`config.mk`:
```
export PLATFORM = sky130hd
export DESIGN_NAME = cipo_combined_phase_selector
export DESIGN_NICKNAME = d
export VERILOG_FILES = /design/src/rtl/cipo_pkg.sv /design/src/rtl/cipo_ddr_bit_picker.sv /design/src/rtl/cipo_combined_phase_selector.sv
export SDC_FILE = /design/constraint.sdc
export NUM_CORES = 1
export LEC_CHECK = 0
export BUFFER_PORTS_ARGS = -buffer_cell sky130_fd_sc_hd__buf_4
export CORE_AREA = 5 5 133 135
export DETAILED_ROUTE_END_ITERATION = 10
export DIE_AREA = 0 0 138 140
export HOLD_SLACK_MARGIN = 0.08
export PLACE_DENSITY_LB_ADDON = 0.3
export SYNTH_ARGS = -nofsm -noshare
export SYNTH_HDL_FRONTEND = slang
export SYNTH_HIERARCHICAL = 1
export SYNTH_SLANG_ARGS = --single-unit
export TNS_END_PERCENT = 50
```
`constraint.sdc`:
```
create_clock -name clk -period 1.21 [get_ports clk]
set_clock_uncertainty 0.2 [all_clocks]
set_input_delay 0.121 -clock clk [delete_from_list [all_inputs] [get_ports clk]]
set_output_delay 0.121 -clock clk [all_outputs]
set_load 0.02 [all_outputs]
```
`src/rtl/cipo_pkg.sv`:
```
// cipo_pkg
//   Shared geometry for CIPO word recovery from a 4x-oversampled capture.
//   OVERSAMPLE   : master-clock samples per SCLK period
//   WORD_BITS    : bits per DDR register half (A or B)
//   CAPTURE_BITS : length of one oversampled capture
//   DDR_OFFSET   : sample offset of the falling (B) edge within a period
//   MAX_PHASE    : largest usable phase; keeps every pick index <= 73
package cipo_pkg;

  localparam int OVERSAMPLE   = 4;
  localparam int WORD_BITS    = 16;
  localparam int CAPTURE_BITS = 74;
  localparam int DDR_OFFSET   = 2;
  localparam int MAX_PHASE    = 11;

  typedef logic [CAPTURE_BITS-1:0] capture_t;
  typedef logic [2*WORD_BITS-1:0]  word_t;

  // Saturate the requested phase so 12..15 behave exactly like 11.
  function automatic logic [3:0] clamp_phase(input logic [3:0] phase_req);
    logic [3:0] phase_v;
    if (phase_req > 4'(MAX_PHASE)) begin
      phase_v = 4'(MAX_PHASE);
    end else begin
      phase_v = phase_req;
    end
    return phase_v;
  endfunction

endpackage

```
`src/rtl/cipo_ddr_bit_picker.sv`:
```
// cipo_ddr_bit_picker
//   Combinational 16-way selector: picks one sample per SCLK period out of
//   the oversampled capture, MSB (period 0) first.
//   capture     in  74  oversampled capture
//   phase       in  4   already-clamped phase (0..11)
//   edge_offset in  2   0 for the rising (A) edge, 2 for the falling (B) edge
//   bits        out 16  recovered half-word, bits[15] = period 0
module cipo_ddr_bit_picker
  import cipo_pkg::*;
(
  input  capture_t               capture,
  input  logic [3:0]             phase,
  input  logic [1:0]             edge_offset,
  output logic [WORD_BITS-1:0]   bits
);

  // Period k takes sample OVERSAMPLE*k + edge_offset + phase.
  always_comb begin
    bits = '0;
    for (int k = 0; k < WORD_BITS; k++) begin
      logic [6:0] idx_v;
      idx_v = 7'(OVERSAMPLE * k) + 7'(edge_offset) + 7'(phase);
      bits[WORD_BITS-1-k] = capture[idx_v];
    end
  end

endmodule

```
`src/rtl/cipo_combined_phase_selector.sv`:
```
// cipo_combined_phase_selector
//   Recovers one 32-bit DDR CIPO word (A on SCLK rising, B on falling) from a
//   74-sample 4x-oversampled capture, with programmable cable-delay phase.
//   clk          in  1   master clock (4x SCLK)
//   rstn         in  1   asynchronous active-low reset
//   phase_select in  4   cable-delay compensation in samples (12..15 act as 11)
//   CIPO4x       in  74  oversampled capture, bit 0 aligned to first SCLK rise
//   CIPO         out 32  registered word: [15:0] = A, [31:16] = B, MSB first
module cipo_combined_phase_selector
  import cipo_pkg::*;
(
  input  logic       clk,
  input  logic       rstn,
  input  logic [3:0] phase_select,
  input  capture_t   CIPO4x,
  output word_t      CIPO
);

  logic [3:0]           phase_s;
  logic [WORD_BITS-1:0] reg_a_s;
  logic [WORD_BITS-1:0] reg_b_s;

  // Clamp the requested phase to the last index-safe value.
  always_comb begin
    phase_s = clamp_phase(phase_select);
  end

  cipo_ddr_bit_picker u_pick_a (
    .capture     (CIPO4x),
    .phase       (phase_s),
    .edge_offset (2'd0),
    .bits        (reg_a_s)
  );

  cipo_ddr_bit_picker u_pick_b (
    .capture     (CIPO4x),
    .phase       (phase_s),
    .edge_offset (2'(DDR_OFFSET)),
    .bits        (reg_b_s)
  );

  // Output register: one clock of latency, cleared asynchronously by reset.
  always_ff @(posedge clk or negedge rstn) begin
    if (!rstn) begin
      CIPO <= 32'h0000_0000;
    end else begin
      CIPO <= {reg_b_s, reg_a_s};
    end
  end

endmodule

```
Yosys cells after proc, flatten, opt, wreduce, memory -nomap -nowiden
Cells that the tools add are included.
{"block": "classes", "add_sub_neg": 31, "n_mul": 0, "div": 0, "n_lt_le_gt_ge": 33, "eq_ne": 0, "shift": 0, "mux": 65, "bitwise_logic": 0, "reduce_logical": 0}
{"op": "< comparator 7 x 8 -> 1 bit, second input constant", "count": 31}
{"op": "binary-select mux 1 bit (select 7 bit)", "count": 31}
{"op": "adder 6 x 4 -> 7 bit, first input constant", "count": 16}
{"op": "adder 5 x 4 -> 6 bit, first input constant", "count": 8}
{"op": "2-to-1 mux 1 bit", "count": 32}
{"op": "adder 4 x 4 -> 5 bit, first input constant", "count": 4}
{"op": "adder 3 x 4 -> 5 bit, first input constant", "count": 2}
{"op": "< comparator 4 x 8 -> 1 bit, second input constant", "count": 1}
{"op": "adder 2 x 4 -> 5 bit, first input constant", "count": 1}
{"op": "binary-select mux 1 bit (select 4 bit)", "count": 1}
{"op": "> comparator 4 bit, second input constant", "count": 1}
{"op": "2-to-1 mux 4 bit", "count": 1}
{"block": "word_totals", "reg_bits": 32, "latch_bits": 0, "mem_bits_rw": 0, "rom_bits": 0, "input_bits": 80, "out_inout_bits": 32, "n_memories": 0}

Depth between registers and ports, before layout
Gate-level depths: netlist of the first run.
{"block": "depth", "depth_word": 5, "ltp_mapped": 11, "mapped_depth_nobuf": 9}

By module
Netlist of the first run, hierarchy kept.
{"module": "cipo_ddr_bit_picker", "n_inst": 2, "cells_per_inst": 170, "area_each_um2": 1599.0, "seq_area_each_um2": 0.0}
{"module": "cipo_combined_phase_selector", "n_inst": 1, "cells_per_inst": 38, "area_each_um2": 833.3, "seq_area_each_um2": 800.8}

Worst setup path after synthesis of the first run
Ideal clock, no wire load.
{"block": "synth_path", "path_kind": "input-to-reg", "startpoint": "in phase_select[2]", "endpoint": "reg CIPO[20]", "t_arrival_ns": 2.349, "setup_slack_ns": -1.464, "cell_stages": 6, "path_buffers": 1, "cell_sequence": "a21o_1 > fa_1 > buf_2 > mux4_1 > mux4_2 > mux2_2"}
{"block": "synth_between", "elab_chain_cells": 5}
{"element": "start, declared", "line": "cipo_combined_phase_selector.sv:14", "text": "input logic [3:0] phase_select,"}
{"element": "> comparator 4 bit", "line": "cipo_pkg.sv:22", "text": "if (phase_req > 4'(MAX_PHASE)) begin"}
{"element": "2-to-1 mux 4 bit *", "line": "cipo_pkg.sv:22"}
{"element": "adder 6 x 4 -> 7 bit *", "line": "cipo_ddr_bit_picker.sv:22", "text": "idx_v = 7'(OVERSAMPLE * k) + 7'(edge_offset) + 7'(phase);"}
{"element": "binary-select mux 1 bit (select 7 bit) *", "line": "cipo_ddr_bit_picker.sv:23", "text": "bits[WORD_BITS-1-k] = capture[idx_v];"}
{"element": "2-to-1 mux 1 bit (not written as such) *", "line": "cipo_ddr_bit_picker.sv:23"}
{"element": "via reg_b_s[4]", "line": "cipo_combined_phase_selector.sv:21", "text": "logic [WORD_BITS-1:0] reg_b_s;"}
{"element": "end signal, assigned", "line": "cipo_combined_phase_selector.sv:47", "text": "CIPO <= {reg_b_s, reg_a_s};"}
{"element": "end, declared", "line": "cipo_combined_phase_selector.sv:16", "text": "output word_t CIPO"}
Mark *: on every way through the listed nets, which the timed path passes. The rest lies on a longest branch. The select of a mux whose other input is x is not followed.

Worst setup path after layout of the first run
{"block": "layout_path", "startpoint": "in phase_select[3]", "endpoint": "reg CIPO[21]"}
{"block": "layout_between", "elab_chain_cells": 5}
{"element": "> comparator 4 bit", "line": "cipo_pkg.sv:22"}
{"element": "2-to-1 mux 4 bit", "line": "cipo_pkg.sv:22"}
{"element": "via phase_s[1]", "line": "cipo_combined_phase_selector.sv:19", "text": "logic [3:0] phase_s;"}
{"element": "adder 6 x 4 -> 7 bit", "line": "cipo_ddr_bit_picker.sv:22"}
{"element": "binary-select mux 1 bit (select 7 bit)", "line": "cipo_ddr_bit_picker.sv:23"}
{"element": "2-to-1 mux 1 bit (not written as such)", "line": "cipo_ddr_bit_picker.sv:23"}
{"element": "via reg_b_s[5]", "line": "cipo_combined_phase_selector.sv:21"}
The timed path passes the listed nets, and every way through them passes these cells. The select of a mux whose other input is x is not followed.

==> summary.md, run 1 <==
| Metric | Value |
|---|---|
| Final Hold Viols | `0` |
| Startpoint Class | `primary input` |
| Post-route cell area | `6420 sq um` |
| Commonest non-fill, non-tap cell in the layout | `buf_4` |
| Unique masters post-synth | `46` |
| Via density | `5.22` |
| Share of power burned in the clock network | `15.6%` |
| Synth Register Bits | `32` |
| Placed cells | `769` |
| Commonest cells after routing, fill and taps aside | `buf_4 (192), mux4_2 (41), mux2i_1 (33)` |
| Worst Hold Class | `primary input to async pin` |
| Share of cells above drive strength 1 | `61.4%` |
| Gate count after technology mapping | `378` |
| IO Pins | `112` |
| Clock sinks | `32` |
| Register share of total power | `18.0%` |
| # fillers | `1672` |
| RSZ-0062 raised after global routing | `true` |
| Largest Register | `CIPO` |
| Synth top area share | `19.9%` |
| Setup ws final | `-1290 ps` |
| Setup CP Type | `primary input to flip-flop` |
| M1 WL | `6980 microns` |
| Largest register FFs | `32` |
| Ys async rst share | `100%` |
| Final setup fails | `32` |
| Area Overhead vs Synth | `59.2%` |
| Bufs on Longest Clock Path | `2` |
| Crit path top cell by count | `mux4_2` |
| GRT Util Overall | `15.8%` |
| Layout Cells excl Fill | `795` |
| Leading post-synthesis cells by cell area | `dfrtp_1 (20%), mux4_2 (16%), mux2i_1 (13%)` |
| Buffers & Inverters on Critical Path | `3` |
| DP HPWL | `12500 microns` |
| Top_reg_cell synth | `dfrtp_1` |
| Met2 WL | `7110 microns` |
| Cell area after synthesis | `4030 sq um` |
| Vias in the first global route | `4331` |
| ANT nets after route | `0` |
| Slew headroom | `43.1%` |
| CP required | `1170 ps` |
| Final Util | `39.2%` |
| Site Rows | `47` |
| Die Ht | `140 microns` |
| Antenna Cells | `0` |
| Switching Share | `39.0%` |
| CP arrival | `2460 ps` |
| CP endpoint kind | `flip-flop` |
| Initial antenna violation count | `0` |
| Peak supply drop | `0.000549 V` |
| Max_cap viols | `0` |
| CTS buffer count | `5` |
| H-tree Lvls | `2` |
| Routed WL | `15800 microns` |
| CTS tree | `built` |
| Die width | `138 microns` |
| Router iterations before antenna repair | `5` |
| DR DRC count | `0` |
| Starting density of the core | `24.7%` |
| Routed via count | `4150` |
| CP delay by family, top | `multiplexers` |
| Die Area | `19300 sq um` |
| EDFF count, synth | `0` |
| Multi-input combinational cell area | `3410 sq um` |
| CTS root buf | `clkbuf_16` |
| DR WL met3 | `1320 microns` |
| Violated checks | `negative setup slack` |
| Logic pwr share | `66.4%` |
| GPL Wtd Cong | `1.00` |
| Number of port buffers | `111` |
| Final Cycle Share | `207%` |
| CP max stage cell | `fa_2` |
| Slew Viols, Final | `0` |
| Pleak | `2.71 nW` |
| Synth area leader | `dfrtp_1` |
| Gr ovfl total | `0` |
| FF+latch area | `801 sq um` |
| Post-synthesis sequential area ratio | `19.9%` |
| Critical Path Max Stage Delay | `600 ps` |
| Number of synthesis warnings | `6` |
| Clock transition at the registers of the reported paths | `50 ps` |
| Avg WL per Cell | `19.8 microns` |
| Total power | `8.43 mW` |
| Nets | `663` |
| Max FO, Critical Path | `7` |
| Max Freq | `0.400 GHz` |
| First-pass GRT wire length | `24400 microns` |
| Period minus WS final | `2500 ps` |
| PwrDens | `1310 nW/um^2` |
| Switch Pwr | `3.29 mW` |
| Least-Margin Pin Slew | `847 ps` |
| Status | `finished, violations left` |
| Core ar. | `16300 sq um` |
| Top sig layer | `met4` |
| DP Area | `5650 sq um` |
| Pin count of the biggest net entering global routing | `33` |
| DRT iter0 DRCs | `254` |
| P_int | `5.14 mW` |
| Crit-path cells | `buf_8, a21o_4, fa_2, buf_6, buf_12, mux4_2, mux4_2, mux2_2` |
| Biggest regs | `CIPO (32)` |
| Syn_area_per_cell | `10.7 sq um` |
==> cells by family (layout without fill, tap and decap cells) <==
group	after synthesis	after routing	synth area share (%)
and+or+nand+nor	103	103	12.8
DFF	32	32	19.9
AOI/OAI and AO/OA	82	82	13.7
xor gates and xnor gates	4	4	1.24
muxes	114	114	44.4
adders and majority gates	8	8	2.86
buffers and inverters	33	224	5.06
other	2	8	0.186
==> area by class of cell <==
cell class	count	share of cell area, %
Multi-Input combinational cell	319	53.2
Inverter	2	0.117
Clock buffer	7	2.38
Timing Repair Buffer	215	27.5
Sequential cell	32	12.5
Tap cell	220	4.29
==> power groups by stage <==
stage                     registers, mW  logic, mW  clock network (mW)
after global routing               1.56       5.93                1.40
after floorplan                    1.96       2.41                   0
after global placement             1.56       4.70                   0
after CTS                          1.54       5.24                1.34
after detailed placement           1.55       4.76                   0
final                              1.52       5.59                1.32
==> synth_stat cells, drive strengths merged (4+ instances only) <==
| master | count |
|---|---|
| o21ai | 18 |
| nor2b | 11 |
| ha | 6 |
| nor3 | 16 |
| mux4 | 44 |
| dfrtp | 32 |
| o22ai | 8 |
| mux2i | 52 |
| a21o | 4 |
| a211oi | 4 |
| mux2 | 18 |
| nand3b | 4 |
| nor2 | 24 |
| nand2 | 24 |
| o221ai | 10 |
| a21oi | 20 |
| nand3 | 16 |
| buf | 22 |
| clkbuf | 9 |
==> through the flow <==
step	hold slack (ps)	setup TNS, ps	setup WS [ps]
CTS	150	-38120	-1300
floorplan	-375	-40270	-1440
global placement	-112	-46780	-1560
detailed placement	-104	-47860	-1620
global route	188	-39750	-1360
finish	122	-38460	-1290
==> per-layer routing <==
metal,vias to the layer above,global-route usage [%]
met3,26,3.34
met2,213,24.2
met4,0,5.36
met5,-,0
met1,2016,22.2
li1,1895,-
==> what timing repair did <==
| item | in CTS | in global routing |
|---|---|---|
| buffers inserted | 14 | 3 |
| setup endpoints to repair | 32 | 32 |
| hold endpoints to repair | 32 | 0 |
| hold buffers | 1 | 0 |
| gates cloned | 1 | 0 |
| gates resized for setup | 59 | 50 |
| pin swaps | 20 | 14 |
==> how the worst max path moves through the flow <==
stage | from | to | slack [ps] | cells after the start
floorplan | phase_select[2] | CIPO[20]$_DFF_PN0_ | -1440 | 7
global placement | phase_select[2] | CIPO[18]$_DFF_PN0_ | -1560 | 10
detailed placement | phase_select[2] | CIPO[16]$_DFF_PN0_ | -1620 | 8
CTS | phase_select[3] | CIPO[16]$_DFF_PN0_ | -1300 | 8
global route | phase_select[3] | CIPO[25]$_DFF_PN0_ | -1360 | 12
finish | phase_select[3] | CIPO[21]$_DFF_PN0_ | -1290 | 8
Power figures use the tool's default switching activity.
==> run 2: changes to the inputs <==
- SKIP_CTS_REPAIR_TIMING: unset -> 1
- TNS_END_PERCENT: 50 -> 30
==> run 2 against run 1 <==
  * The run still ends with negative setup slack left
  * Fmax up 0.45%
  * Utilization shrank 2.1 points
  * Via count is 2.6% lower
  * Highest routed layer unchanged
==> summary.md, run 2 (synthesis gave the netlist of run 1 again) <==
| Metric | Value |
|---|---|
| Register share of total power | `19.3% (was 18.0%)` |
| Status | `finished, violations left (unchanged)` |
| PwrDens | `1300 nW/um^2 (was 1310 nW/um^2)` |
| Largest register FFs | `32 (unchanged)` |
| Final setup fails | `32 (unchanged)` |
| Clock sinks | `32 (unchanged)` |
| Clock transition at the registers of the reported paths | `50 ps (about the same)` |
| Logic pwr share | `64.6% (was 66.4%)` |
| Total power | `7.89 mW (was 8.43 mW)` |
| P_int | `4.81 mW (was 5.14 mW)` |
| Switch Pwr | `3.08 mW (was 3.29 mW)` |
| Antenna Cells | `0 (unchanged)` |
| Avg WL per Cell | `18.7 microns (was 19.8 microns)` |
| Peak supply drop | `0.000497 V (was 0.000549 V)` |
| Core ar. | `16300 sq um (unchanged)` |
| Share of cells above drive strength 1 | `52.8% (was 61.4%)` |
| Initial antenna violation count | `0 (unchanged)` |
| Share of power burned in the clock network | `16.1% (was 15.6%)` |
| Number of port buffers | `111 (unchanged)` |
| CP arrival | `2450 ps (was 2460 ps)` |
| FF+latch area | `801 sq um (unchanged)` |
| Setup ws final | `-1280 ps (was -1290 ps)` |
| CTS root buf | `clkbuf_16 (unchanged)` |
| Die Area | `19300 sq um (unchanged)` |
| Period minus WS final | `2490 ps (was 2500 ps)` |
| Commonest non-fill, non-tap cell in the layout | `buf_4 (unchanged)` |
| Vias in the first global route | `4100 (was 4331)` |
| CTS tree | `built (unchanged)` |
| Pleak | `2.67 nW (was 2.71 nW)` |
| GPL Wtd Cong | `0.892 (was 1.00)` |
| Routed WL | `14800 microns (was 15800 microns)` |
| Nets | `659 (was 663)` |
| Max_cap viols | `0 (unchanged)` |
| Max FO, Critical Path | `9 (was 7)` |
| Pin count of the biggest net entering global routing | `33 (unchanged)` |
| Final Hold Viols | `0 (unchanged)` |
| GRT Util Overall | `14.8% (was 15.8%)` |
| Site Rows | `47 (unchanged)` |
| Worst Hold Class | `primary input to async pin (unchanged)` |
| H-tree Lvls | `2 (unchanged)` |
| CP required | `1170 ps (about the same)` |
| Routed via count | `4042 (was 4150)` |
| Multi-input combinational cell area | `3150 sq um (was 3410 sq um)` |
| DRT iter0 DRCs | `284 (was 254)` |
| Final Cycle Share | `206% (was 207%)` |
| Bufs on Longest Clock Path | `2 (unchanged)` |
| Router iterations before antenna repair | `5 (unchanged)` |
| DP HPWL | `12400 microns (was 12500 microns)` |
| Worst slack, placed | `-1580 ps (was -1620 ps)` |
| ANT nets after route | `0 (unchanged)` |
| Largest Register | `CIPO (unchanged)` |
| IO Pins | `112 (unchanged)` |
| Slew Viols, Final | `0 (unchanged)` |
| # fillers | `1704 (was 1672)` |
| RSZ-0062 raised after global routing | `true (unchanged)` |
| CP endpoint kind | `flip-flop (unchanged)` |
| Startpoint Class | `primary input (unchanged)` |
| Via density | `5.10 (was 5.22)` |
| DR DRC count | `0 (unchanged)` |
| Setup CP Type | `primary input to flip-flop (unchanged)` |
| Violated checks | `negative setup slack (unchanged)` |
| Die Ht | `140 microns (unchanged)` |
| Area Overhead vs Synth | `50.7% (was 59.2%)` |
| Gr ovfl total | `0 (unchanged)` |
| Max Freq | `0.402 GHz (was 0.400 GHz)` |
| Biggest regs | `CIPO (32) (unchanged)` |
| Commonest cells after routing, fill and taps aside | `buf_4 (197), mux2i_1 (50), mux4_2 (35) (was buf_4 (192), mux4_2 (41), mux2i_1 (33))` |
| Die width | `138 microns (unchanged)` |
| Switching Share | `39.0% (about the same)` |
| First-pass GRT wire length | `23100 microns (was 24400 microns)` |
| CTS buffer count | `5 (unchanged)` |
| Starting density of the core | `24.7% (unchanged)` |
run 2: changes by cell type in the layout (fill, tap and decap cells not counted), sizes merged:
cell	before	now
clkbuf	7	8
buf	214	210
run 2: path summary, 6_finish.rpt:
kind                            startpoint            endpoint  slack, ps  cells past startpoint
worst max-delay path       phase_select[2]  CIPO[30]$_DFF_PN0_      -1280                      7
min in group clk                CIPO4x[72]  CIPO[17]$_DFF_PN0_        280                      5
max in group asynchronous             rstn   CIPO[0]$_DFF_PN0_        350                      2
worst min-delay path                  rstn  CIPO[19]$_DFF_PN0_        130                      2
run 2: worst max-delay path, stage by stage:
cell and delay, ps:
buf_6 100, a21o_4 240, fa_2 640, buf_12 140
mux4_2 350, mux4_2 560, mux2_4 290
run 2: cell type report:
class,instances,share of cell area [%]
clock buffer,8,2.41
inverter,2,0.124
multi-input combinational,319,51.8
sequential,32,13.2
tap,220,4.53
timing repair buffer,211,28.0
run 2: per-layer routing:
metal / share of wire (%) / GRT usage (%) / up-vias
li1: - / - / 1891
met1: 49 / 22.3 / 2003
met2: 45 / 22.6 / 138
met3: 5.1 / 2.35 / 10
met4: 0.93 / 2.65 / 0
met5: 0 / 0 / -
run 2: power groups by stage:
| stage | clock network, mW | registers, mW | logic (mW) |
|---|---|---|---|
| floorplan | 0 | 1.96 | 2.41 |
| global placement | 0 | 1.56 | 4.83 |
| detailed placement | 0 | 1.56 | 4.89 |
| CTS | 1.31 | 1.54 | 4.90 |
| global route | 1.36 | 1.57 | 5.47 |
| finish | 1.27 | 1.52 | 5.10 |
run 2: through the flow:
stage	utilization [%]	cell area [sq um]	hold slack [ps]	setup TNS, ps	instances
2_1_floorplan	-	4080	-375	-40330	384
3_3_place_gp	35.3	5780	-102	-47250	777
3_5_place_dp	35.3	5780	-94.4	-47690	777
4_1_cts	36.2	5920	-395	-38480	785
5_1_grt	37.2	6080	197	-39160	792
6_report	37.2	6080	132	-37420	792
==> run 3: changes to the inputs <==
- clock period: 1.21 -> 2.4 ns (I/O delays scaled with it)
==> run 3 against run 2 <==
  * The flow still finishes with violations (negative setup slack)
  * Sequential cell count unchanged
  * Worst hold slack improved by 120 ps
  * Sequential power fell by 50%
  * Critical path depth grew 1
  * Clock power decreased by 49%
  * Final cell count shrank 1.3%
  * Critical path type unchanged
  * Largest cell class unchanged
==> summary.md, run 3 (synthesis gave the netlist of run 1 again) <==
| Metric | Value |
|---|---|
| Status | `finished, violations left (unchanged)` |
| Violated checks | `negative setup slack (unchanged)` |
| First-pass GRT wire length | `23000 microns (was 23100 microns)` |
| Buffers & Inverters on Critical Path | `3 (was 2)` |
| Final setup TNS | `-3840 ps (was -37420 ps)` |
| Starting density of the core | `24.7% (unchanged)` |
| Slew headroom | `61.7%` |
| Final Cycle Share | `111%` |
| Layout Cells excl Fill | `782 (was 792)` |
| Pleak | `2.63 nW (was 2.67 nW)` |
| Area Overhead vs Synth | `50.8% (was 50.7%)` |
| Routed WL | `15300 microns (was 14800 microns)` |
| Max FO, Critical Path | `4 (was 9)` |
| # fillers | `1664 (was 1704)` |
| Peak supply drop | `0.000249 V (was 0.000497 V)` |
| Startpoint Class | `primary input (unchanged)` |
| Max_cap viols | `0 (unchanged)` |
| CP arrival | `2630 ps (was 2450 ps)` |
| Bufs on Longest Clock Path | `2 (unchanged)` |
| CTS root buf | `clkbuf_16 (unchanged)` |
| DP HPWL | `12400 microns (about the same)` |
| Post-route cell area | `6080 sq um (about the same)` |
| Setup ws final | `-271 ps (was -1280 ps)` |
| DRT iter0 DRCs | `251 (was 284)` |
| Avg WL per Cell | `19.6 microns (was 18.7 microns)` |
| CP max stage cell | `fa_2 (unchanged)` |
| Gr ovfl total | `0 (unchanged)` |
| Final setup fails | `27 (was 32)` |
| IO Pins | `112 (unchanged)` |
| Least-Margin Pin Slew | `574 ps` |
| Antenna Cells | `0 (unchanged)` |
| Commonest non-fill, non-tap cell in the layout | `buf_4 (unchanged)` |
| Cell count along the critical path | `8 (was 7)` |
| Die Area | `19300 sq um (unchanged)` |
| Biggest regs | `CIPO (32) (unchanged)` |
| Crit-path cells | `buf_6, a21o_4, fa_2, buf_6, clkbuf_16, mux4_2, mux4_2, mux2_4 (was buf_6, a21o_4, fa_2, buf_12, mux4_2, mux4_2, mux2_4)` |
| PwrDens | `665 nW/um^2 (was 1300 nW/um^2)` |
| CP endpoint kind | `flip-flop (unchanged)` |
| Critical Path Max Stage Delay | `610 ps (was 640 ps)` |
| Clock sinks | `32 (unchanged)` |
| GRT Util Overall | `14.8% (about the same)` |
| Max Freq | `0.374 GHz` |
| Vias in the first global route | `4087 (was 4100)` |
| Die Ht | `140 microns (unchanged)` |
| Via density | `5.23 (was 5.10)` |
| ANT nets after route | `0 (unchanged)` |
| H-tree Lvls | `2 (unchanged)` |
| Worst Hold Class | `primary input to async pin (unchanged)` |
| Core ar. | `16300 sq um (unchanged)` |
| Initial antenna violation count | `0 (unchanged)` |
| RSZ-0062 raised after global routing | `true (unchanged)` |
| Commonest cells after routing, fill and taps aside | `buf_4 (184), mux2i_1 (47), mux4_2 (37) (was buf_4 (197), mux2i_1 (50), mux4_2 (35))` |
| CTS buffer count | `5 (unchanged)` |
| DR DRC count | `0 (unchanged)` |
| CP required | `2360 ps (was 1170 ps)` |
| Setup CP Type | `primary input to flip-flop (unchanged)` |
| Largest Register | `CIPO (unchanged)` |
| Pin count of the biggest net entering global routing | `33 (unchanged)` |
| GPL Wtd Cong | `0.899 (was 0.892)` |
| Site Rows | `47 (unchanged)` |
| CP delay by family, top | `multiplexers (unchanged)` |
| Nets | `649 (was 659)` |
| Final Hold Viols | `0 (unchanged)` |
| Clock transition at the registers of the reported paths | `50 ps (about the same)` |
| Share of cells above drive strength 1 | `53.4% (was 52.8%)` |
| Router iterations before antenna repair | `5 (unchanged)` |
| Period minus WS final | `2670 ps` |
| Final Util | `37.2% (about the same)` |
| CTS tree | `built (unchanged)` |
| Number of port buffers | `111 (unchanged)` |
| Placed cells | `767 (was 777)` |
| DP Area | `5690 sq um (was 5780 sq um)` |
| Slew Viols, Final | `0 (unchanged)` |
| Largest register FFs | `32 (unchanged)` |
| Routed via count | `4087 (was 4042)` |
| Die width | `138 microns (unchanged)` |
## run 3: cell types whose count changed in the layout (fill, tap and decap cells not counted), moves of 2 or more
cell,change
buf_4,-13
buf_6,+3
mux2i_1,-3
clkbuf_16,+2
mux2i_2,+2
mux4_1,-2
mux4_2,+2
o21ai_0,-2
o21ai_1,+2
## run 3: routing by layer
layer  up-vias  track usage [%]  share of wire [%]
met5         -                0                  0
met1      2044             21.4                 48
met4         0             2.96               0.95
met2       160             23.1                 45
met3        13             3.20                6.3
li1       1870                -                  -
## run 3: worst max path at each step
stage	slack, ps	endpoint	startpoint
after floorplan	-370	CIPO[20]$_DFF_PN0_	phase_select[2]
after detailed placement	-510	CIPO[18]$_DFF_PN0_	phase_select[2]
final	-270	CIPO[28]$_DFF_PN0_	phase_select[3]
after global routing	-310	CIPO[30]$_DFF_PN0_	phase_select[3]
after global placement	-470	CIPO[18]$_DFF_PN0_	phase_select[2]
after CTS	-230	CIPO[17]$_DFF_PN0_	phase_select[2]
## run 3: cell type report
| type | instances | area [sq um] | share of cell area, % |
|---|---|---|---|
| inverters | 2 | 7.51 | 0.123 |
| flip-flops and latches | 32 | 801 | 13.2 |
| clock buffers | 8 | 146 | 2.41 |
| repair buffers | 201 | 1660 | 27.3 |
| well taps | 220 | 275 | 4.53 |
| multi-input cells | 319 | 3190 | 52.5 |
## run 3: stage by stage
step	hold WS (ps)	worst slack (ps)	total power, mW
2_1_floorplan	-256	-365	2.20
3_3_place_gp	17.2	-474	3.20
3_5_place_dp	22.7	-507	3.23
4_1_cts	-275	-227	3.89
5_1_grt	298	-308	4.29
6_report	251	-271	4.05
## run 3: where the power goes
group	internal (mW)	switching [mW]
Combinational	1.33	1.31
Sequential	0.708	0.0583
Clock	0.414	0.232
Total	2.45	1.60
